File: config.mk
export PLATFORM = sky130hd
export DESIGN_NAME = ram_burst_master
export DESIGN_NICKNAME = d
export VERILOG_FILES = /design/src/rtl/ram_master_pkg.sv /design/src/rtl/ram_rsp_fifo.sv /design/src/rtl/ram_burst_master.sv
export SDC_FILE = /design/constraint.sdc
export NUM_CORES = 1
export LEC_CHECK = 0
export CORE_MARGIN = 2
export CORE_UTILIZATION = 48
export CTS_BUF_LIST = sky130_fd_sc_hd__clkbuf_4
export DETAILED_ROUTE_END_ITERATION = 12
export MAX_ROUTING_LAYER = met4
export PLACE_DENSITY = 0.79
export SYNTH_ARGS = -nofsm -noshare
export SYNTH_HDL_FRONTEND = slang
export SYNTH_SLANG_ARGS = --single-unit
File: constraint.sdc
create_clock -name clk -period 1.8 [get_ports clk]
set_input_delay 0.27 -clock clk [delete_from_list [all_inputs] [get_ports clk]]
set_output_delay 0.27 -clock clk [all_outputs]
set_load 0.02 [all_outputs]
File: src/rtl/ram_master_pkg.sv
// Shared types for the burst RAM master: FSM state encoding and credit-counter sizing.
package ram_master_pkg;

   typedef enum logic [1:0] {
      IDLE  = 2'd0,
      WRITE = 2'd1,
      READ  = 2'd2,
      DRAIN = 2'd3
   } state_e;

   localparam int DEF_RSP_DEPTH = 4;
   localparam int DEF_CRD_W     = $clog2(DEF_RSP_DEPTH + 1);

   // Width able to hold 0..depth, used for FIFO occupancy and read credits.
   function automatic int crdWidth(input int depth);
      return $clog2(depth + 1);
   endfunction

endpackage

File: src/rtl/ram_rsp_fifo.sv
// Small synchronous FIFO holding read responses ({data, last}) until the client takes them.
module ram_rsp_fifo #(
   parameter int WIDTH = 9,
   parameter int DEPTH = 4,
   parameter int CNT_W = $clog2(DEPTH + 1)
) (
   input  logic             clk,
   input  logic             rst_n,
   input  logic             push_i,
   input  logic [WIDTH-1:0] pushData_i,
   input  logic             pop_i,
   output logic [WIDTH-1:0] headData_o,
   output logic [CNT_W-1:0] count_o
);

   localparam int PW = (DEPTH > 1) ? $clog2(DEPTH) : 1;

   logic [WIDTH-1:0] mem_q [DEPTH];
   logic [PW-1:0]    wrPtr_q, rdPtr_q;
   logic [CNT_W-1:0] count_q;
   logic             doPush, doPop;

   // Pointers wrap explicitly so DEPTH need not be a power of two.
   function automatic logic [PW-1:0] nextPtr(input logic [PW-1:0] p);
      return (p == PW'(DEPTH - 1)) ? '0 : p + PW'(1);
   endfunction

   assign doPop  = pop_i && (count_q != '0);
   assign doPush = push_i && (count_q != CNT_W'(DEPTH));

   always_ff @(posedge clk or negedge rst_n) begin
      if (!rst_n) begin
         wrPtr_q <= '0;
         rdPtr_q <= '0;
         count_q <= '0;
      end else begin
         if (doPush) wrPtr_q <= nextPtr(wrPtr_q);
         if (doPop)  rdPtr_q <= nextPtr(rdPtr_q);
         case ({doPush, doPop})
            2'b10:   count_q <= count_q + CNT_W'(1);
            2'b01:   count_q <= count_q - CNT_W'(1);
            default: count_q <= count_q;
         endcase
      end
   end

   always_ff @(posedge clk) begin
      if (doPush) mem_q[wrPtr_q] <= pushData_i;
   end

   assign headData_o = mem_q[rdPtr_q];
   assign count_o    = count_q;

endmodule

File: src/rtl/ram_burst_master.sv
// Burst read/write master for a single-port separate-I/O RAM; reads return through a credit-
// managed response FIFO so client backpressure stalls issue instead of losing data.
module ram_burst_master
   import ram_master_pkg::*;
#(
   parameter int DATA_WIDTH   = 8,
   parameter int ADDR_WIDTH   = 8,
   parameter int LEN_WIDTH    = 4,
   parameter int READ_LATENCY = 1,
   parameter int RSP_DEPTH    = 4
) (
   input  logic                  clk,
   input  logic                  rst_n,
   input  logic                  cmd_valid,
   output logic                  cmd_ready,
   input  logic                  cmd_write,
   input  logic [ADDR_WIDTH-1:0] cmd_addr,
   input  logic [LEN_WIDTH-1:0]  cmd_len,
   input  logic                  wr_valid,
   output logic                  wr_ready,
   input  logic [DATA_WIDTH-1:0] wr_data,
   output logic                  rd_valid,
   input  logic                  rd_ready,
   output logic [DATA_WIDTH-1:0] rd_data,
   output logic                  rd_last,
   output logic                  busy,
   output logic                  ram_we,
   output logic [ADDR_WIDTH-1:0] ram_addr,
   output logic [DATA_WIDTH-1:0] ram_data_in,
   input  logic [DATA_WIDTH-1:0] ram_data_out
);

   localparam int CW = crdWidth(RSP_DEPTH);
   localparam int LW = $clog2(READ_LATENCY + 1);

   typedef struct packed {
      logic [DATA_WIDTH-1:0] data;
      logic                  last;
   } rspEntry_t;

   state_e                  state_q;
   logic [ADDR_WIDTH-1:0]   curAddr_q;
   logic [LEN_WIDTH-1:0]    beatsLeft_q;
   logic                    cmdReady_q, wrReady_q;
   logic [READ_LATENCY-1:0] pipeVld_q, pipeLast_q;
   logic                    wrAccept, issue, issueLast;
   logic [LW-1:0]           inflight;
   logic [CW-1:0]           fifoCount;
   logic [CW:0]             credit;
   rspEntry_t               pushEntry, headEntry;

   always_comb begin
      inflight = '0;
      for (int i = 0; i < READ_LATENCY; i++) inflight = inflight + LW'(pipeVld_q[i]);
   end

   // Reads already in the RAM pipe reserve FIFO space, so a push can never find it full.
   assign credit    = (CW+1)'(RSP_DEPTH) - (CW+1)'(fifoCount) - (CW+1)'(inflight);
   assign issue     = (state_q == READ) && (credit != '0);
   assign issueLast = (beatsLeft_q == '0);
   assign wrAccept  = wrReady_q && wr_valid;

   always_ff @(posedge clk or negedge rst_n) begin
      if (!rst_n) begin
         state_q     <= IDLE;
         curAddr_q   <= '0;
         beatsLeft_q <= '0;
         cmdReady_q  <= 1'b0;
         wrReady_q   <= 1'b0;
      end else begin
         case (state_q)
            IDLE: begin
               if (cmdReady_q && cmd_valid) begin
                  curAddr_q   <= cmd_addr;
                  beatsLeft_q <= cmd_len;
                  cmdReady_q  <= 1'b0;
                  if (cmd_write) begin
                     state_q   <= WRITE;
                     wrReady_q <= 1'b1;
                  end else begin
                     state_q   <= READ;
                  end
               end else begin
                  cmdReady_q <= 1'b1;
               end
            end
            WRITE: begin
               if (wrAccept) begin
                  curAddr_q   <= curAddr_q + ADDR_WIDTH'(1);
                  beatsLeft_q <= beatsLeft_q - LEN_WIDTH'(1);
                  if (issueLast) begin
                     state_q    <= IDLE;
                     wrReady_q  <= 1'b0;
                     cmdReady_q <= 1'b1;
                  end
               end
            end
            READ: begin
               if (issue) begin
                  curAddr_q   <= curAddr_q + ADDR_WIDTH'(1);
                  beatsLeft_q <= beatsLeft_q - LEN_WIDTH'(1);
                  if (issueLast) state_q <= DRAIN;
               end
            end
            DRAIN: begin
               if (inflight == '0) begin
                  state_q    <= IDLE;
                  cmdReady_q <= 1'b1;
               end
            end
            default: state_q <= IDLE;
         endcase
      end
   end

   // Tags travel alongside the RAM read latency so data and 'last' arrive together.
   always_ff @(posedge clk or negedge rst_n) begin
      if (!rst_n) begin
         pipeVld_q  <= '0;
         pipeLast_q <= '0;
      end else begin
         pipeVld_q[0]  <= issue;
         pipeLast_q[0] <= issue && issueLast;
         for (int i = 1; i < READ_LATENCY; i++) begin
            pipeVld_q[i]  <= pipeVld_q[i-1];
            pipeLast_q[i] <= pipeLast_q[i-1];
         end
      end
   end

   assign pushEntry = '{data: ram_data_out, last: pipeLast_q[READ_LATENCY-1]};

   ram_rsp_fifo #(
      .WIDTH (DATA_WIDTH + 1),
      .DEPTH (RSP_DEPTH),
      .CNT_W (CW)
   ) u_fifo (
      .clk        (clk),
      .rst_n      (rst_n),
      .push_i     (pipeVld_q[READ_LATENCY-1]),
      .pushData_i (pushEntry),
      .pop_i      (rd_valid && rd_ready),
      .headData_o (headEntry),
      .count_o    (fifoCount)
   );

   assign cmd_ready   = cmdReady_q;
   assign wr_ready    = wrReady_q;
   assign ram_we      = wrAccept;
   assign ram_addr    = curAddr_q;
   assign ram_data_in = wrAccept ? wr_data : '0;
   assign rd_valid    = (fifoCount != '0);
   assign rd_data     = rd_valid ? headEntry.data : '0;
   assign rd_last     = rd_valid && headEntry.last;
   assign busy        = (state_q != IDLE) || rd_valid;

endmodule

==> results.yml <==
run_status:
  status: "finished with violations"
  violations: "negative setup slack"
setup_path:
  critical_path_arrival_ns: 2.29
  cp_max_fo: 8
  start_kind: "flip-flop"
  r2r_setup_slack_ns: -0.20
  r2r_end: "beatsLeft_q[2]"
  crit_path_end_kind: "flip-flop"
  reg2reg_from: "u_fifo.count_o[0]"
  critPathRequiredTime_ns: 2.09
  worstRegToRegCells: 10
  critPathKind: "reg2reg"
route:
  avgRoutedWirePerCell_um: 17.0
  vias: 2525
  vias_per_cell: 5.43
  ant_nets: 0
  routed_wl_mm: 7.90
  drc_errors: 0
  first_pass_iters: 4
  drtIter0Drc: 90
final_layout:
  layout.nets: 433
  fin_cells: 465
  area_growth_pct: 57.6
  nFillCells: 369
  final_layout_size_suffix_gt1_share_pct: 44.3
  diodes: 0
  fin_util_pct: 76.9
synthesis:
  synth_seq_cells: 61
  synth_ff_type: "edfxtp_1"
  ys_seq_area_share_pct: 55.7
  synth_fp_nets: 304
  syn_area_per_cell_um2: 12.1
  synthCells: 254
  yosysWarningCount: 0
  netlist_area_mm2: 0.00306
  synth_edf_count: 36
  ys_types: 45
  synth_async_sr_flop_share_pct: 41.0
clock_network:
  clockBufferDepth: 2
  clock-sinks: 61
  cts_root_buf: "clkbuf_4"
  clock_latency_ns: 0.39
  htree_levels: 3
  cts_hold_buf: 0
  cts_buffers: 9
  path_clk_slew_ns: 0.12
  cts_tree: "built"
sta:
  setup_tns_ns: -3.16
  fin_ws_ns: -0.204
  max_freq_mhz: 499
  hold_violations: 0
  min_period_over_period_pct: 111
  period_needed_ns: 2.00
  rsz0062_at_grt: "true"
  setup_violations: 24
  slew_headroom_pct: 76.7
  worstMarginPinSlew_ns: 0.350
  slew_violations: 0
  skew_ns: 0.0175
pwr:
  p_per_area_mw_per_mm2: 1860
  static-leakage-power_nw: 2.02
  internal-power_mw: 5.30
  seqPwrFrac_pct: 25.0
  swShare_pct: 40.8
  power_frac_clock_pct: 9.1
  comb_power_share_pct: 65.9
  power.total_mw: 8.96
  p_sw_mw: 3.66
  vdd_ir_drop_max_uv: 1250
global_routing:
  antenna_found_initial: 0
  grt_pass1_vias: 2542
  grt_pass1_wl_mm: 12.5
  grt_max_degree: 26
  grt-ovfl-total: 0
  grtUsageTotal_pct: 23.2
hold_path:
  hold_class: "in2async"
job:
  cap_viol_max_count: 0
placement:
  place_congestion: 0.841
  dp_hpwl_mm: 4.91
  io_buffers: 63
  post-place-cells: 429
floorplan:
  num_io_pins: 64
  fp-row-count: 29
  die_h_um: 83.9
  dieArea_mm2: 0.00704
  core_area_mm2: 0.00628
  start_util_pct: 48.8
  die-width_um: 83.9
## state kept, by name (all words and copies together), names as in the netlist
name	cells
u_fifo.wrPtr_q	2
ram_addr	8
beatsLeft_q	4
u_fifo.count_o	3
wr_ready	1
u_fifo.rdPtr_q	2
u_fifo.mem_q	36
pipeVld_q	1
pipeLast_q	1
cmd_ready	1
state_q	2
## routing by layer
metal | vias up | share of wire [%] | track usage, %
met5 | - | 0 | -
met1 | 1237 | 42 | 28.8
li1 | 1198 | - | -
met3 | 10 | 4.1 | 4.65
met4 | 0 | 1.4 | 5.72
met2 | 80 | 53 | 39.4
## area by class of cell
class | instances | area (um2) | share of cell area, %
Timing Repair Buffer | 129 | 1270 | 26.4
Clock buffer | 9 | 67.6 | 1.40
Tap cell | 77 | 96.3 | 2.00
Multi-Input combinational cell | 162 | 1550 | 32.1
Sequential cell | 61 | 1710 | 35.4
Inverter | 20 | 75.1 | 1.56
Clock inverter | 7 | 51.3 | 1.06
## synth_stat cells (3+ instances only)
| cell | number | share of area (%) |
|---|---|---|
| nor2_1 | 11 | 1.3 |
| o21ai_0 | 13 | 2.1 |
| nand2_1 | 15 | 1.8 |
| nor3_1 | 6 | 0.98 |
| nand3_1 | 5 | 0.82 |
| clkbuf_1 | 6 | 0.74 |
| buf_2 | 4 | 0.65 |
| nand4_1 | 3 | 0.61 |
| dfrtp_1 | 25 | 20 |
| mux4_2 | 9 | 6.6 |
| edfxtp_1 | 36 | 35 |
| o22ai_1 | 8 | 1.6 |
| a31oi_1 | 8 | 1.6 |
| a21oi_1 | 12 | 2.0 |
| and3_1 | 11 | 2.2 |
| inv_1 | 20 | 2.5 |
| ha_1 | 15 | 6.1 |
| and2_1 | 16 | 3.3 |
## power groups by stage
stage                     registers, mW  clock network (mW)  logic [mW]
after global placement             2.20                   0        4.26
after floorplan                    2.27                   0        2.44
after global routing               2.28               0.922        6.36
final                              2.24               0.811        5.91
after CTS                          2.22               0.837        5.42
after detailed placement           2.23                   0        4.42
## metrics by stage
step                      setup WS (ns)  hold WS (ns)  cell area, um2
after CTS                        -0.281         0.222            4690
after detailed placement         -0.222         0.516            4210
final                            -0.204         0.234            4830
after floorplan                 -0.0554       -0.0256            3100
after global routing             -0.287         0.242            4830
after global placement           -0.176         0.473            4210
## cell families (layout without fill, tap and decap cells)
kind of cell    count (synthesis)  count (layout)  share of synthesized area, %
buf+inv                        31             165                          3.96
flops                          61              61                          55.7
mux                            13              13                          8.05
xor+xnor                        4               4                          1.14
fa+ha+maj                      16              16                          6.78
simple gates                   76              76                          13.4
compound gates                 53              53                          11.0
## repair_timing
action,4_1_cts,5_1_grt
gates cloned,1,1
setup endpoints to repair,39,41
pin swaps,38,24
resized for setup,134,45
endpoints found under the hold margin,0,0
buffers inserted,20,7
## worst max-delay path, cell delays in order, from the launching register on
cell and delay, ns:
dfrtp_1 0.39, inv_2 0.07, ha_4 0.16, ha_4 0.17
xnor2_4 0.15, a211oi_2 0.29, buf_4 0.21, buf_8 0.15
a31oi_4 0.11, o22ai_2 0.16, a21oi_2 0.04
## placed cells by master (no fill, tap or decap), drive strengths merged, types with 2 or more instances in the layout
cell type      instances
dlymetal6s2s           4
dfrtp                 25
ha                    15
edfxtp                36
xnor2                  2
nand3                  5
clkinv                 4
mux4                   9
o22ai                  8
dlygate4sd2           12
clkinvlp               2
nand2                 16
inv                   21
clkdlybuf4s50         35
a31oi                  8
mux2                   3
nor3                   6
clkbuf                10
nor2                  12
buf                   76
xor2                   2
nand4                  3
and2                  16
and3                  12
a21oi                 12
a21boi                 2
o21ai                 14
## how the worst max path moves through the flow
stage	slack, ns	cells after the start	from	end
3_3_place_gp	-0.18	4	u_fifo.rdPtr_q[0]	rd_last
3_5_place_dp	-0.22	4	u_fifo.rdPtr_q[0]	rd_data[6]
6_report	-0.20	10	u_fifo.count_o[0]	beatsLeft_q[2]
2_1_floorplan	-0.06	8	u_fifo.count_o[0]	ram_addr[2]
5_1_grt	-0.29	4	u_fifo.rdPtr_q[0]	rd_data[5]
4_1_cts	-0.28	5	u_fifo.rdPtr_q[0]	rd_last
(Power assumes the default switching activity.)
